## config.mk

```make
export PLATFORM = sky130hd
export DESIGN_NAME = ov7670_capture_flat
export DESIGN_NICKNAME = d
export VERILOG_FILES = /design/src/rtl/ov7670_capture_if.sv /design/src/rtl/ov7670_capture.sv /design/src/flat_wrapper.sv
export SDC_FILE = /design/constraint.sdc
export NUM_CORES = 1
export LEC_CHECK = 0
export CORE_AREA = 4 4 79 96
export DETAILED_ROUTE_END_ITERATION = 8
export DIE_AREA = 0 0 83 100
export PLACE_DENSITY = 0.85
export SLEW_MARGIN = 20
export SYNTH_ARGS = -nofsm -noshare
export SYNTH_HDL_FRONTEND = slang
export SYNTH_SLANG_ARGS = --single-unit
```

## constraint.sdc

```tcl
create_clock -name clk -period 5.4 [get_ports clk]
set_input_delay 0.54 -clock clk [delete_from_list [all_inputs] [get_ports clk]]
set_output_delay 0.54 -clock clk [all_outputs]
set_load 0.05 [all_outputs]
```

## src/rtl/ov7670_capture_if.sv

```systemverilog
// Pixel stream from the OV7670 capture stage to the frame-buffer writer.
// The capture block drives the master side; the writer uses the slave side.
interface ov7670_capture_if;
   logic [15:0] pix_data;
   logic        pix_valid;
   logic [9:0]  pix_x;
   logic [8:0]  pix_y;
   logic        frame_start;
   logic        frame_done;
   logic        line_err;

   modport master (output pix_data, pix_valid, pix_x, pix_y, frame_start, frame_done, line_err);
   modport slave  (input  pix_data, pix_valid, pix_x, pix_y, frame_start, frame_done, line_err);
endinterface

```

## src/rtl/ov7670_capture.sv

```systemverilog
// OV7670 RGB565 capture: waits for init_done, drops settling frames, then packs byte pairs into pixels.
// Define OV7670_CAPTURE_DECIMATE_EN to accept only every other frame after settling.
module ov7670_capture #(
   parameter int H_ACTIVE      = 640,
   parameter int V_ACTIVE      = 480,
   parameter int SETTLE_FRAMES = 2
) (
   input  logic                      clk,
   input  logic                      rst_n,
   input  logic                      init_done,
   input  logic                      vsync,
   input  logic                      href,
   input  logic [7:0]                din,
   ov7670_capture_if.master          pix
);

   localparam int SW = (SETTLE_FRAMES > 0) ? $clog2(SETTLE_FRAMES + 1) : 1;

   typedef enum logic [1:0] {S_IDLE, S_SETTLE, S_WAIT_VS, S_ACTIVE} state_t;

   state_t         state_q, state_d;
   logic           vsync_d, href_d;
   logic           vs_rise, vs_fall, href_fall;
   logic [SW-1:0]  settle_cnt;
   logic           dec_skip;
   logic           start_set, done_set, capture_en;
   logic           phase, x_ovf;
   logic [7:0]     hi_byte;
   logic [9:0]     x_cnt;
   logic [8:0]     y_cnt;
   logic           x_full, y_full;

   assign vs_rise   = vsync & ~vsync_d;
   assign vs_fall   = ~vsync & vsync_d;
   assign href_fall = ~href & href_d;
   assign x_full    = (x_cnt == 10'(H_ACTIVE));
   assign y_full    = (y_cnt == 9'(V_ACTIVE));

   always_ff @(posedge clk or negedge rst_n) begin
      if (!rst_n) begin
         vsync_d <= 1'b0;
         href_d  <= 1'b0;
      end else begin
         vsync_d <= vsync;
         href_d  <= href;
      end
   end

   // FSM: state register
   always_ff @(posedge clk or negedge rst_n) begin
      if (!rst_n) state_q <= S_IDLE;
      else        state_q <= state_d;
   end

   // FSM: next state; losing init_done overrides everything
   always_comb begin
      state_d = state_q;
      case (state_q)
         S_IDLE:    if (init_done) state_d = S_SETTLE;
         S_SETTLE:  if (settle_cnt == SW'(SETTLE_FRAMES)) state_d = S_WAIT_VS;
         S_WAIT_VS: if (vs_fall && !dec_skip) state_d = S_ACTIVE;
         S_ACTIVE:  if (vs_rise) state_d = S_WAIT_VS;
         default:   state_d = S_IDLE;
      endcase
      if (!init_done) state_d = S_IDLE;
   end

   // FSM: decoded controls for the datapath
   always_comb begin
      start_set  = 1'b0;
      done_set   = 1'b0;
      capture_en = 1'b0;
      if (state_q == S_WAIT_VS && state_d == S_ACTIVE) start_set = 1'b1;
      if (state_q == S_ACTIVE  && state_d == S_WAIT_VS) done_set = 1'b1;
      if (state_q == S_ACTIVE  && state_d == S_ACTIVE)  capture_en = 1'b1;
   end

   always_ff @(posedge clk or negedge rst_n) begin
      if (!rst_n)
         settle_cnt <= '0;
      else if (state_q != S_SETTLE)
         settle_cnt <= '0;
      else if (vs_rise && settle_cnt != SW'(SETTLE_FRAMES))
         settle_cnt <= settle_cnt + SW'(1);
   end

`ifdef OV7670_CAPTURE_DECIMATE_EN
   // Toggles on every frame boundary seen while waiting, so the first post-settle frame is taken
   always_ff @(posedge clk or negedge rst_n) begin
      if (!rst_n)
         dec_skip <= 1'b0;
      else if (state_q == S_IDLE || state_q == S_SETTLE)
         dec_skip <= 1'b0;
      else if (state_q == S_WAIT_VS && vs_fall && init_done)
         dec_skip <= ~dec_skip;
   end
`else
   assign dec_skip = 1'b0;
`endif

   always_ff @(posedge clk or negedge rst_n) begin
      if (!rst_n) begin
         pix.pix_data    <= '0;
         pix.pix_valid   <= 1'b0;
         pix.pix_x       <= '0;
         pix.pix_y       <= '0;
         pix.frame_start <= 1'b0;
         pix.frame_done  <= 1'b0;
         pix.line_err    <= 1'b0;
         phase           <= 1'b0;
         x_ovf           <= 1'b0;
         hi_byte         <= '0;
         x_cnt           <= '0;
         y_cnt           <= '0;
      end else begin
         pix.pix_valid   <= 1'b0;
         pix.line_err    <= 1'b0;
         pix.frame_start <= start_set;
         pix.frame_done  <= done_set;
         if (start_set) begin
            y_cnt     <= '0;
            pix.pix_x <= '0;
            pix.pix_y <= '0;
         end
         if (!capture_en) begin
            // also covers a vsync rise mid-line: the line is dropped silently
            phase <= 1'b0;
            x_cnt <= '0;
            x_ovf <= 1'b0;
         end else if (href) begin
            if (!phase) begin
               hi_byte <= din;
               phase   <= 1'b1;
            end else begin
               phase <= 1'b0;
               if (!y_full) begin
                  if (!x_full) begin
                     pix.pix_data  <= {hi_byte, din};
                     pix.pix_valid <= 1'b1;
                     pix.pix_x     <= x_cnt;
                     pix.pix_y     <= y_cnt;
                     x_cnt         <= x_cnt + 10'd1;
                  end else if (!x_ovf) begin
                     x_ovf        <= 1'b1;
                     pix.line_err <= 1'b1;
                  end
               end
            end
         end else if (href_fall) begin
            phase <= 1'b0;
            x_cnt <= '0;
            x_ovf <= 1'b0;
            if (!y_full) begin
               if (phase && !x_ovf) pix.line_err <= 1'b1;
               if (x_cnt != 10'd0)  y_cnt <= y_cnt + 9'd1;
            end
         end
      end
   end

endmodule

```

## src/flat_wrapper.sv

```systemverilog
// flat-port wrapper written by rule: the top's interface ports become plain ports
module ov7670_capture_flat 
#(
   parameter int H_ACTIVE      = 640,
   parameter int V_ACTIVE      = 480,
   parameter int SETTLE_FRAMES = 2
)
  (clk, rst_n, init_done, vsync, href, din, pix_pix_data, pix_pix_valid, pix_pix_x, pix_pix_y, pix_frame_start, pix_frame_done, pix_line_err);
  ov7670_capture_if pix_i ();
  input  logic clk;
  input  logic rst_n;
  input  logic init_done;
  input  logic vsync;
  input  logic href;
  input  logic [7:0] din;
  output wire logic [$bits(pix_i.pix_data)-1:0] pix_pix_data;
  output wire logic [$bits(pix_i.pix_valid)-1:0] pix_pix_valid;
  output wire logic [$bits(pix_i.pix_x)-1:0] pix_pix_x;
  output wire logic [$bits(pix_i.pix_y)-1:0] pix_pix_y;
  output wire logic [$bits(pix_i.frame_start)-1:0] pix_frame_start;
  output wire logic [$bits(pix_i.frame_done)-1:0] pix_frame_done;
  output wire logic [$bits(pix_i.line_err)-1:0] pix_line_err;
  assign pix_pix_data = pix_i.pix_data;
  assign pix_pix_valid = pix_i.pix_valid;
  assign pix_pix_x = pix_i.pix_x;
  assign pix_pix_y = pix_i.pix_y;
  assign pix_frame_start = pix_i.frame_start;
  assign pix_frame_done = pix_i.frame_done;
  assign pix_line_err = pix_i.line_err;
  ov7670_capture #(.H_ACTIVE(H_ACTIVE), .V_ACTIVE(V_ACTIVE), .SETTLE_FRAMES(SETTLE_FRAMES)) u_core (.clk(clk), .rst_n(rst_n), .init_done(init_done), .vsync(vsync), .href(href), .din(din), .pix(pix_i));
endmodule
```

==> results of run 1 <==
-- worst paths after layout --
kind                                 start                      end  slack, ns  cells after the start
setup / recovery                 init_done   u_core.pix.pix_data[4]       2.25                      6
hold / removal                       rst_n  u_core.pix.pix_data[15]       0.40                      2
setup reg to reg           u_core.y_cnt[0]   u_core.pix.pix_data[4]       2.44                      7
hold reg to reg               u_core.x_ovf      u_core.pix.line_err       0.46                      1
max in group asynchronous            rst_n          u_core.y_cnt[3]       4.42                      2
min in group clk              u_core.x_ovf      u_core.pix.line_err       0.46                      1
-- stage by stage --
step                      total power, W  instance area [sq um]
after floorplan                 0.000587                   3380
after global placement          0.000610                   3940
after detailed placement        0.000612                   3940
after CTS                        0.00100                   4120
after global routing             0.00103                   4120
final                           0.000993                   4120
-- worst register-to-register path, delay by kind of cell (launching register included) --
kind,cells,cell delay [ns]
fa+ha+maj,1,0.21
mux,1,0.43
simple gates,2,0.65
flops,1,0.39
buf+inv,2,0.69
compound gates,1,0.48
-- Yosys cell counts, drive strengths merged (4+ instances only) --
master	count	area (sq um)
or4	6	45.0
nand2b	7	43.8
mux2i	14	140
or3	4	25.0
a31oi	4	25.0
inv	12	45.0
nand3	13	75.1
o21ai	15	75.1
nor2b	4	25.0
nor2	6	25.0
mux2	24	300
nand4	14	87.6
a21oi	15	78.8
buf	5	37.5
ha	5	62.6
and3	5	32.5
o31ai	7	52.6
nand2	34	128
clkbuf	7	26.3
dfrtp	74	1850
-- power groups by stage --
stage | clock network [W] | registers [W] | logic, W
after global placement | 0 | 0.000575 | 0.0000351
final | 0.000392 | 0.000565 | 0.0000357
after detailed placement | 0 | 0.000575 | 0.0000366
after floorplan | 0 | 0.000575 | 0.0000123
after CTS | 0.000402 | 0.000565 | 0.0000369
after global routing | 0.000425 | 0.000565 | 0.0000406
-- area by class of cell --
type,count,area (sq um),share of cell area [%]
sequential,74,1850,45.0
multi-input combinational,197,1420,34.4
timing repair buffer,52,513,12.5
clock buffer,14,173,4.19
tap,87,109,2.64
inverter,12,45.0,1.09
clock inverter,2,10.0,0.243
-- flip-flops by register name, summed over array words and instances (netlist names), 2 cells and up --
name,cells
u_core.hi_byte,8
u_core.pix.pix_data,16
u_core.pix.pix_x,10
u_core.pix.pix_y,9
u_core.settle_cnt,2
u_core.state_q,2
u_core.x_cnt,10
u_core.y_cnt,9
-- cell families (layout without fill, tap and decap cells) --
family	after synthesis	after routing	synth area share, %
compound gates	49	49	9.44
fa+ha+maj	5	5	1.85
buf+inv	24	80	3.22
flops	74	74	54.8
mux	38	38	13.0
simple gates	105	105	17.6
-- routing by layer --
layer	up-vias	wire, microns
li1	1175	-
met1	1238	3000
met2	83	3300
met3	11	511
met4	0	150
met5	-	0
==> out/metrics.cfg, run 1 <==
[outcome]
outcome = completed

[die]
num_io_pins = 52
dieArea_sq_um = 8300
row_count = 33
die_h_microns = 100
core_sq_um = 6690
initial_core_util_pct = 50.5
die_w_microns = 83

[routing]
ant_nets = 0
drcViolationCount = 0
dr.first_iter.drc_count = 184
num_vias = 2507
drtPass1Iterations = 4
routed_wl_microns = 6960
post_drt_via_cell_ratio = 5.72
wl_per_cell_microns = 15.9

[layout]
final_cells = 438
drive_gt1_share_pct = 15.1
n_antenna_cell = 0
fill_cells = 530
final_cell_mix = dfrtp_1, clkdlybuf4s50_1, nand2_1
final_common_cell = dfrtp_1
area_growth_pct = 21.9
post-route-util_pct = 61.6
final_nets = 364

[sta]
finalSetupViolations = 0
timing.slew.headroom_pct = 38.0
period_needed_ns = 3.15
finalWorstSetupSlack_ns = 2.25
finalHoldViolCount = 0
skew_ns = 0.00434
tns_ns = 0
period_share_pct = 58.3
rsz0062_at_grt = no
slew_violations = 0
holdWs_ns = 0.398
tightestPinTransition_ns = 0.929
fmax_mhz = 318

[placement]
preCtsSetupSlack_ns = 1.94
dp_cells = 422
gp_congestion = 0.848
port_buffers = 51
hpwl_microns = 4760

[logic_synthesis]
syn_nets = 313
synth_cell_types = 45
avgSynthCellArea_sq_um = 11.5
synth_seq_cells = 74
synth_ff_type = dfrtp_1
ys_seq_area_share_pct = 54.8
synth_edf_count = 0
yosysWarnings = 0
syn_inst = 295
syn_area_sq_um = 3380
synthArstFlopShare_pct = 100

[power]
powerDensity_nw_per_um2 = 241
swShare_pct = 21.5
p_seq_share_pct = 56.9
clkPwrFrac_pct = 39.5
p_int_w = 0.000779
ir_drop_mv = 0.218
comb_power_share_pct = 3.6
p_leak_nw = 1.84
switching_power_w = 0.000214

[critical_path]
critPathKind = primary input to flop
slowest_delay_ns = 0.63
path_cells = clkdlybuf4s50_1 > nand3_2 > nor2_1 > nand3_2 > inv_2 > mux2_2
cp.required_ns = 5.63
cp.arrival_ns = 3.38
startpoint_type = primary input
crit_top_cell = nand3_2
end_kind = flop
cp_top_family = simple AND/OR/NAND/NOR gates
crit_buf_inv = 2
crit_slowest_cell = nor2_1
path_max_fanout = 28

[global_route]
grt_pass1_vias = 2524
busiest_layer = met2
grt_pass1_wl_microns = 12300
antenna_found_initial = 0
grt_max_degree = 75
grt_use_met3_pct = 7.55
grt.met2_usage_pct = 29.0
grt_overflow_total = 0
grt_util_met1_pct = 22.8
grtUsageTotal_pct = 18.5

[clock_network]
clk_latency_ns = 0.34
cts_tree = done
post-cts-setup-buffers = 0
clock_sinks = 74
cts_buffers = 9
h-tree-depth = 3
cts_max_path_buffers = 2
clk_pin_slew_ns = 0.07
cts_hold_buf = 0
ctsResizeCount = 0
root_buffer = clkbuf_8

[job]
drv_cap = 0

[hold_path]
hp-class = primary input to asynchronous set/reset pin

Note: power is estimated with default switching activity, not from simulation.
==> run 2, diff against run 1 <==
Clock period 5.4 ns to 3.1 ns, I/O delays scaled along.
==> out/metrics.cfg, run 2 (synthesis results as in run 1) <==
[critical_path]
cp_top_family = buffers and inverters  ; was simple AND/OR/NAND/NOR gates
end_kind = flop  ; unchanged
startpoint_type = flop  ; was primary input
path_max_fanout = 28  ; unchanged
cp.arrival_ns = 2.49  ; was 3.38 ns
crit_buf_inv = 3  ; was 2
crit_slowest_cell = dfrtp_1  ; was nor2_1
slowest_delay_ns = 0.44  ; was 0.63 ns
cp.required_ns = 3.33  ; was 5.63 ns
path_cells = inv_1 > ha_1 > nor3b_1 > nand4_1 > buf_4 > nand3_2 > inv_2 > mux2_2  ; was clkdlybuf4s50_1 > nand3_2 > nor2_1 > nand3_2 > inv_2 > mux2_2
critPathKind = flop to flop  ; was primary input to flop

[die]
num_io_pins = 52  ; unchanged
die_h_microns = 100  ; unchanged
die_w_microns = 83  ; unchanged
core_sq_um = 6690  ; unchanged
dieArea_sq_um = 8300  ; unchanged
row_count = 33  ; unchanged
initial_core_util_pct = 50.5  ; unchanged

[global_route]
grt_overflow_total = 0  ; unchanged
grt_pass1_wl_microns = 12100  ; was 12300 microns
grt_pass1_vias = 2558  ; was 2524
grt_max_degree = 75  ; unchanged
grtUsageTotal_pct = 18.0  ; was 18.5%
antenna_found_initial = 0  ; unchanged

[power]
ir_drop_mv = 0.289  ; was 0.218 mV
total_power_w = 0.00180  ; was 0.000993 W
powerDensity_nw_per_um2 = 431  ; was 241 nW/um^2
p_leak_nw = 1.87  ; was 1.84 nW

[sta]
finalSetupViolations = 0  ; unchanged
fmax_mhz = 444
period_share_pct = 72.7
slew_violations = 0  ; unchanged
skew_ns = 0.00888  ; was 0.00434 ns
rsz0062_at_grt = no  ; unchanged
tns_ns = 0  ; unchanged
finalHoldViolCount = 0  ; unchanged
period_needed_ns = 2.25
tightestPinTransition_ns = 0.890  ; was 0.929 ns
timing.slew.headroom_pct = 40.7  ; was 38.0%

[hold_path]
hp-class = primary input to asynchronous set/reset pin  ; unchanged

[routing]
post_drt_via_cell_ratio = 5.65  ; was 5.72
dr.first_iter.drc_count = 252  ; was 184
drcViolationCount = 0  ; unchanged
drtPass1Iterations = 5  ; was 4
ant_nets = 0  ; unchanged
routed_wl_microns = 6890  ; was 6960 microns
num_vias = 2503  ; was 2507
wl_per_cell_microns = 15.5  ; was 15.9 microns

[clock_network]
clk_pin_slew_ns = 0.07  ; about the same
root_buffer = clkbuf_8  ; unchanged
cts_hold_buf = 0  ; unchanged
cts_tree = done  ; unchanged
h-tree-depth = 3  ; unchanged
clk_latency_ns = 0.35  ; was 0.34 ns
cts_max_path_buffers = 2  ; unchanged
post-cts-setup-buffers = 0  ; unchanged
clock_sinks = 74  ; unchanged
cts_buffers = 9  ; unchanged
ctsResizeCount = 0  ; unchanged

[job]
drv_cap = 0  ; unchanged

[outcome]
outcome = completed  ; unchanged

[layout]
drive_gt1_share_pct = 16.9  ; was 15.1%
top_regs = u_core.pix.pix_data x16, u_core.pix.pix_x x10, u_core.x_cnt x10  ; unchanged
final_common_cell = dfrtp_1  ; unchanged
fill_cells = 547  ; was 530
area_growth_pct = 23.7  ; was 21.9%
regMostFlops = u_core.pix.pix_data  ; unchanged
final_cell_mix = dfrtp_1, clkdlybuf4s50_1, nand2_1  ; unchanged
final_nets = 369  ; was 364
largest_reg_flops = 16  ; unchanged
n_antenna_cell = 0  ; unchanged

[placement]
gp_congestion = 0.902  ; was 0.848
hpwl_microns = 4790  ; was 4760 microns
port_buffers = 51  ; unchanged

## run 2: cell types whose count changed in the layout (fill, tap and decap cells not counted)
cell / previous run / this run
clkbuf_8: 12 / 11
clkinvlp_4: 0 / 1
buf_4: 1 / 6
bufinv_16: 0 / 1
clkbuf_1: 2 / 0
clkinv_2: 2 / 3
## run 2: worst reg2reg max path, stage by stage (launching register included)
cell and delay, ns:
dfrtp_1 0.44, inv_1 0.10, ha_1 0.20, nor3b_1 0.16, nand4_1 0.10, buf_4 0.18
nand3_2 0.10, inv_2 0.44, mux2_2 0.41
## run 2: metal layers
layer	share of wire [%]	GRT usage (%)
met1	44	22.6
met5	0	0
met3	6.6	5.01
met2	47	29.0
met4	2.5	9.06
## run 2: final timing paths
kind / start / endpoint / slack, ns / depth (start not counted)
setup / recovery: u_core.x_cnt[0] / u_core.pix.pix_data[0] / 0.85 / 8
hold / removal: rst_n / u_core.hi_byte[6] / 0.16 / 2
setup reg to reg: u_core.x_cnt[0] / u_core.pix.pix_data[0] / 0.85 / 8
hold reg to reg: u_core.x_ovf / u_core.pix.line_err / 0.49 / 1
max in group asynchronous: rst_n / u_core.x_cnt[8] / 2.36 / 2
min in group clk: vsync / u_core.vsync_d / 0.47 / 1
## run 2: power by group
part | leakage (nW) | internal [W] | switching [W]
Clock | 0.105 | 0.000411 | 0.000345
Combinational | 0.741 | 0.0000262 | 0.0000355
Sequential | 1.02 | 0.000976 | 0.00000752
Total | 1.87 | 0.00141 | 0.000388
## run 2: area by class of cell
| type | instances | area (sq um) | share of cell area (%) |
|---|---|---|---|
| sequential | 74 | 1850 | 44.3 |
| multi-input combinational | 197 | 1420 | 33.9 |
| timing repair buffer | 57 | 551 | 13.2 |
| clock buffer | 11 | 151 | 3.62 |
| tap | 87 | 109 | 2.61 |
| clock inverter | 5 | 52.6 | 1.26 |
| inverter | 12 | 45.0 | 1.08 |
## run 2: metrics by stage
step / hold WS, ns / instances / worst slack (ns) / cell area (sq um) / util [%]
after floorplan: 0.0144 / 295 / 1.24 / 3380 / -
after global placement: 0.467 / 427 / 0.734 / 3970 / 59.4
after detailed placement: 0.475 / 427 / 0.686 / 3970 / 59.4
after CTS: 0.188 / 443 / 0.863 / 4180 / 62.5
after global routing: 0.235 / 443 / 0.688 / 4180 / 62.5
final: 0.158 / 443 / 0.847 / 4180 / 62.5
==> run 3, diff against run 2 <==
Settings changed: CORE_AREA 4 4 79 96 to 4 4 82 99, DIE_AREA 0 0 83 100 to 0 0 86 103, PLACE_DENSITY 0.85 to 0.83.
Clock period 3.1 ns to 2.06 ns, I/O delays scaled along.
==> out/metrics.cfg, run 3 (synthesis results as in run 1) <==
[critical_path]
rr_worst_depth = 6  ; was 8
end_kind = flop  ; unchanged
r2r_slack_ns = 0.06  ; was 0.85 ns
r2r_start = u_core.y_cnt[0]  ; was u_core.x_cnt[0]
critPathLaunch = u_core.y_cnt[0]  ; was u_core.x_cnt[0]
crit_end = u_core.x_cnt[4]  ; was u_core.pix.pix_data[0]
cp.arrival_ns = 2.27  ; was 2.49 ns
path_max_fanout = 15  ; was 28
cp.required_ns = 2.33  ; was 3.33 ns
startpoint_type = flop  ; unchanged
timing.rr.end = u_core.x_cnt[4]  ; was u_core.pix.pix_data[0]
critPathKind = flop to flop  ; unchanged

[sta]
timing.slew.headroom_pct = 64.1  ; was 40.7%
slew_violations = 0  ; unchanged
skew_ns = 0.0117  ; was 0.00888 ns
finalHoldViolCount = 0  ; unchanged
finalSetupViolations = 0  ; unchanged
rsz0062_at_grt = no  ; unchanged
tightestPinTransition_ns = 0.537  ; was 0.890 ns
period_needed_ns = 2.00  ; was 2.25 ns
period_share_pct = 96.9  ; was 72.7%
tns_ns = 0  ; unchanged
fmax_mhz = 501  ; was 444 MHz

[routing]
drtPass1Iterations = 4  ; was 5
num_vias = 2488  ; was 2503
dr.first_iter.drc_count = 129  ; was 252
wl_per_cell_microns = 15.4  ; was 15.5 microns
routed_wl_microns = 7070  ; was 6890 microns
post_drt_via_cell_ratio = 5.43  ; was 5.65
drcViolationCount = 0  ; unchanged
ant_nets = 0  ; unchanged

[global_route]
grt_pass1_vias = 2517  ; was 2558
grt_max_degree = 75  ; unchanged
grtUsageTotal_pct = 17.5  ; was 18.0%
grt_pass1_wl_microns = 12200  ; was 12100 microns
antenna_found_initial = 0  ; unchanged
grt_overflow_total = 0  ; unchanged

[die]
die_w_microns = 86  ; was 83 microns
core_sq_um = 7190  ; was 6690 sq um
dieArea_sq_um = 8860  ; was 8300 sq um
initial_core_util_pct = 47.0  ; was 50.5%
row_count = 34  ; was 33
num_io_pins = 52  ; unchanged
die_h_microns = 103  ; was 100 microns

[layout]
final_common_cell = dfrtp_1  ; unchanged
drive_gt1_share_pct = 19.6  ; was 16.9%
top_regs = u_core.pix.pix_data x16, u_core.pix.pix_x x10, u_core.x_cnt x10  ; unchanged
largest_reg_flops = 16  ; unchanged
n_antenna_cell = 0  ; unchanged
final_cell_mix = dfrtp_1, clkdlybuf4s50_1, nand2_1  ; unchanged
area_growth_pct = 27.9  ; was 23.7%
fill_cells = 549  ; was 547
regMostFlops = u_core.pix.pix_data  ; unchanged
final_nets = 381  ; was 369

[clock_network]
clock_sinks = 74  ; unchanged
cts_max_path_buffers = 2  ; unchanged
clk_pin_slew_ns = 0.08  ; was 0.07 ns
cts_buffers = 9  ; unchanged
cts_tree = done  ; unchanged
post-cts-setup-buffers = 0  ; unchanged
h-tree-depth = 3  ; unchanged
clk_latency_ns = 0.35  ; about the same
root_buffer = clkbuf_8  ; unchanged

[outcome]
outcome = completed  ; unchanged

[placement]
gp_congestion = 0.867  ; was 0.902
hpwl_microns = 4960  ; was 4790 microns
port_buffers = 51  ; unchanged

[power]
p_leak_nw = 1.94  ; was 1.87 nW
total_power_w = 0.00277  ; was 0.00180 W
powerDensity_nw_per_um2 = 640  ; was 431 nW/um^2
ir_drop_mv = 0.491  ; was 0.289 mV

[job]
drv_cap = 0  ; unchanged

[hold_path]
hp-class = primary input to flop  ; was primary input to asynchronous set/reset pin

## run 3: changes by cell type in the layout (fill, tap and decap cells not counted), moves of 2 or more
cell / previous run / this run
buf_4: 6 / 14
clkinv_4: 0 / 3
inv_6: 0 / 2
clkinv_2: 3 / 0
buf_12: 0 / 3
## run 3: worst min path at each step
| stage | cells past startpoint | slack, ns | end | start |
|---|---|---|---|---|
| CTS | 1 | 0.35 | u_core.vsync_d | vsync |
| floorplan | 0 | -0.09 | u_core.hi_byte[0] | rst_n |
| global placement | 2 | 0.27 | u_core.pix.pix_data[7] | rst_n |
| detailed placement | 2 | 0.28 | u_core.hi_byte[4] | rst_n |
| finish | 1 | 0.37 | u_core.vsync_d | vsync |
| global route | 1 | 0.38 | u_core.vsync_d | vsync |
## run 3: layout make-up
class	count	area (sq um)	share of cell area (%)
flip-flops and latches	74	1850	42.9
multi-input cells	197	1420	32.8
repair buffers	69	681	15.8
clock buffers	10	138	3.19
well taps	90	113	2.61
clock inverters	6	73.8	1.71
inverters	12	45.0	1.04
## run 3: per-layer routing
| layer | track usage [%] | part of all wire, % | routed length (microns) | up-vias |
|---|---|---|---|---|
| met3 | 5.76 | 6.9 | 485 | 10 |
| met2 | 28.6 | 48 | 3420 | 64 |
| met5 | 0 | 0 | 0 | - |
| met1 | 21.8 | 43 | 3070 | 1209 |
| met4 | 6.33 | 1.4 | 98 | 0 |
| li1 | - | - | - | 1205 |
## run 3: critical path, stage by stage (launching register included)
cell and delay (ns):
dfrtp_1 0.39, inv_1 0.09, ha_1 0.22, and4_4 0.22, a21o_1 0.29, or4_1 0.55
a21oi_1 0.15
## run 3: what timing repair did
item	4_1_cts	5_1_grt
hold endpoints to repair	74	0
hold buffers	1	0
gates resized for setup	0	1
setup endpoints to repair	0	1
## run 3: report_power, final
group | internal, W | switching, W | total, W
Clock | 0.000607 | 0.000573 | 0.00118
Sequential | 0.00147 | 0.0000115 | 0.00148
Combinational | 0.0000489 | 0.0000571 | 0.000106
## run 3: metrics by stage
step / instances / util, % / setup slack (ns) / area (sq um) / hold WS [ns]
floorplan: 295 / - / 0.203 / 3380 / -0.0896
global placement: 441 / 57.0 / 0.0959 / 4100 / 0.269
detailed placement: 441 / 57.0 / 0.0205 / 4100 / 0.277
CTS: 458 / 60.1 / 0.0753 / 4320 / 0.351
global route: 458 / 60.1 / 0.00668 / 4320 / 0.376
finish: 458 / 60.1 / 0.0642 / 4320 / 0.373
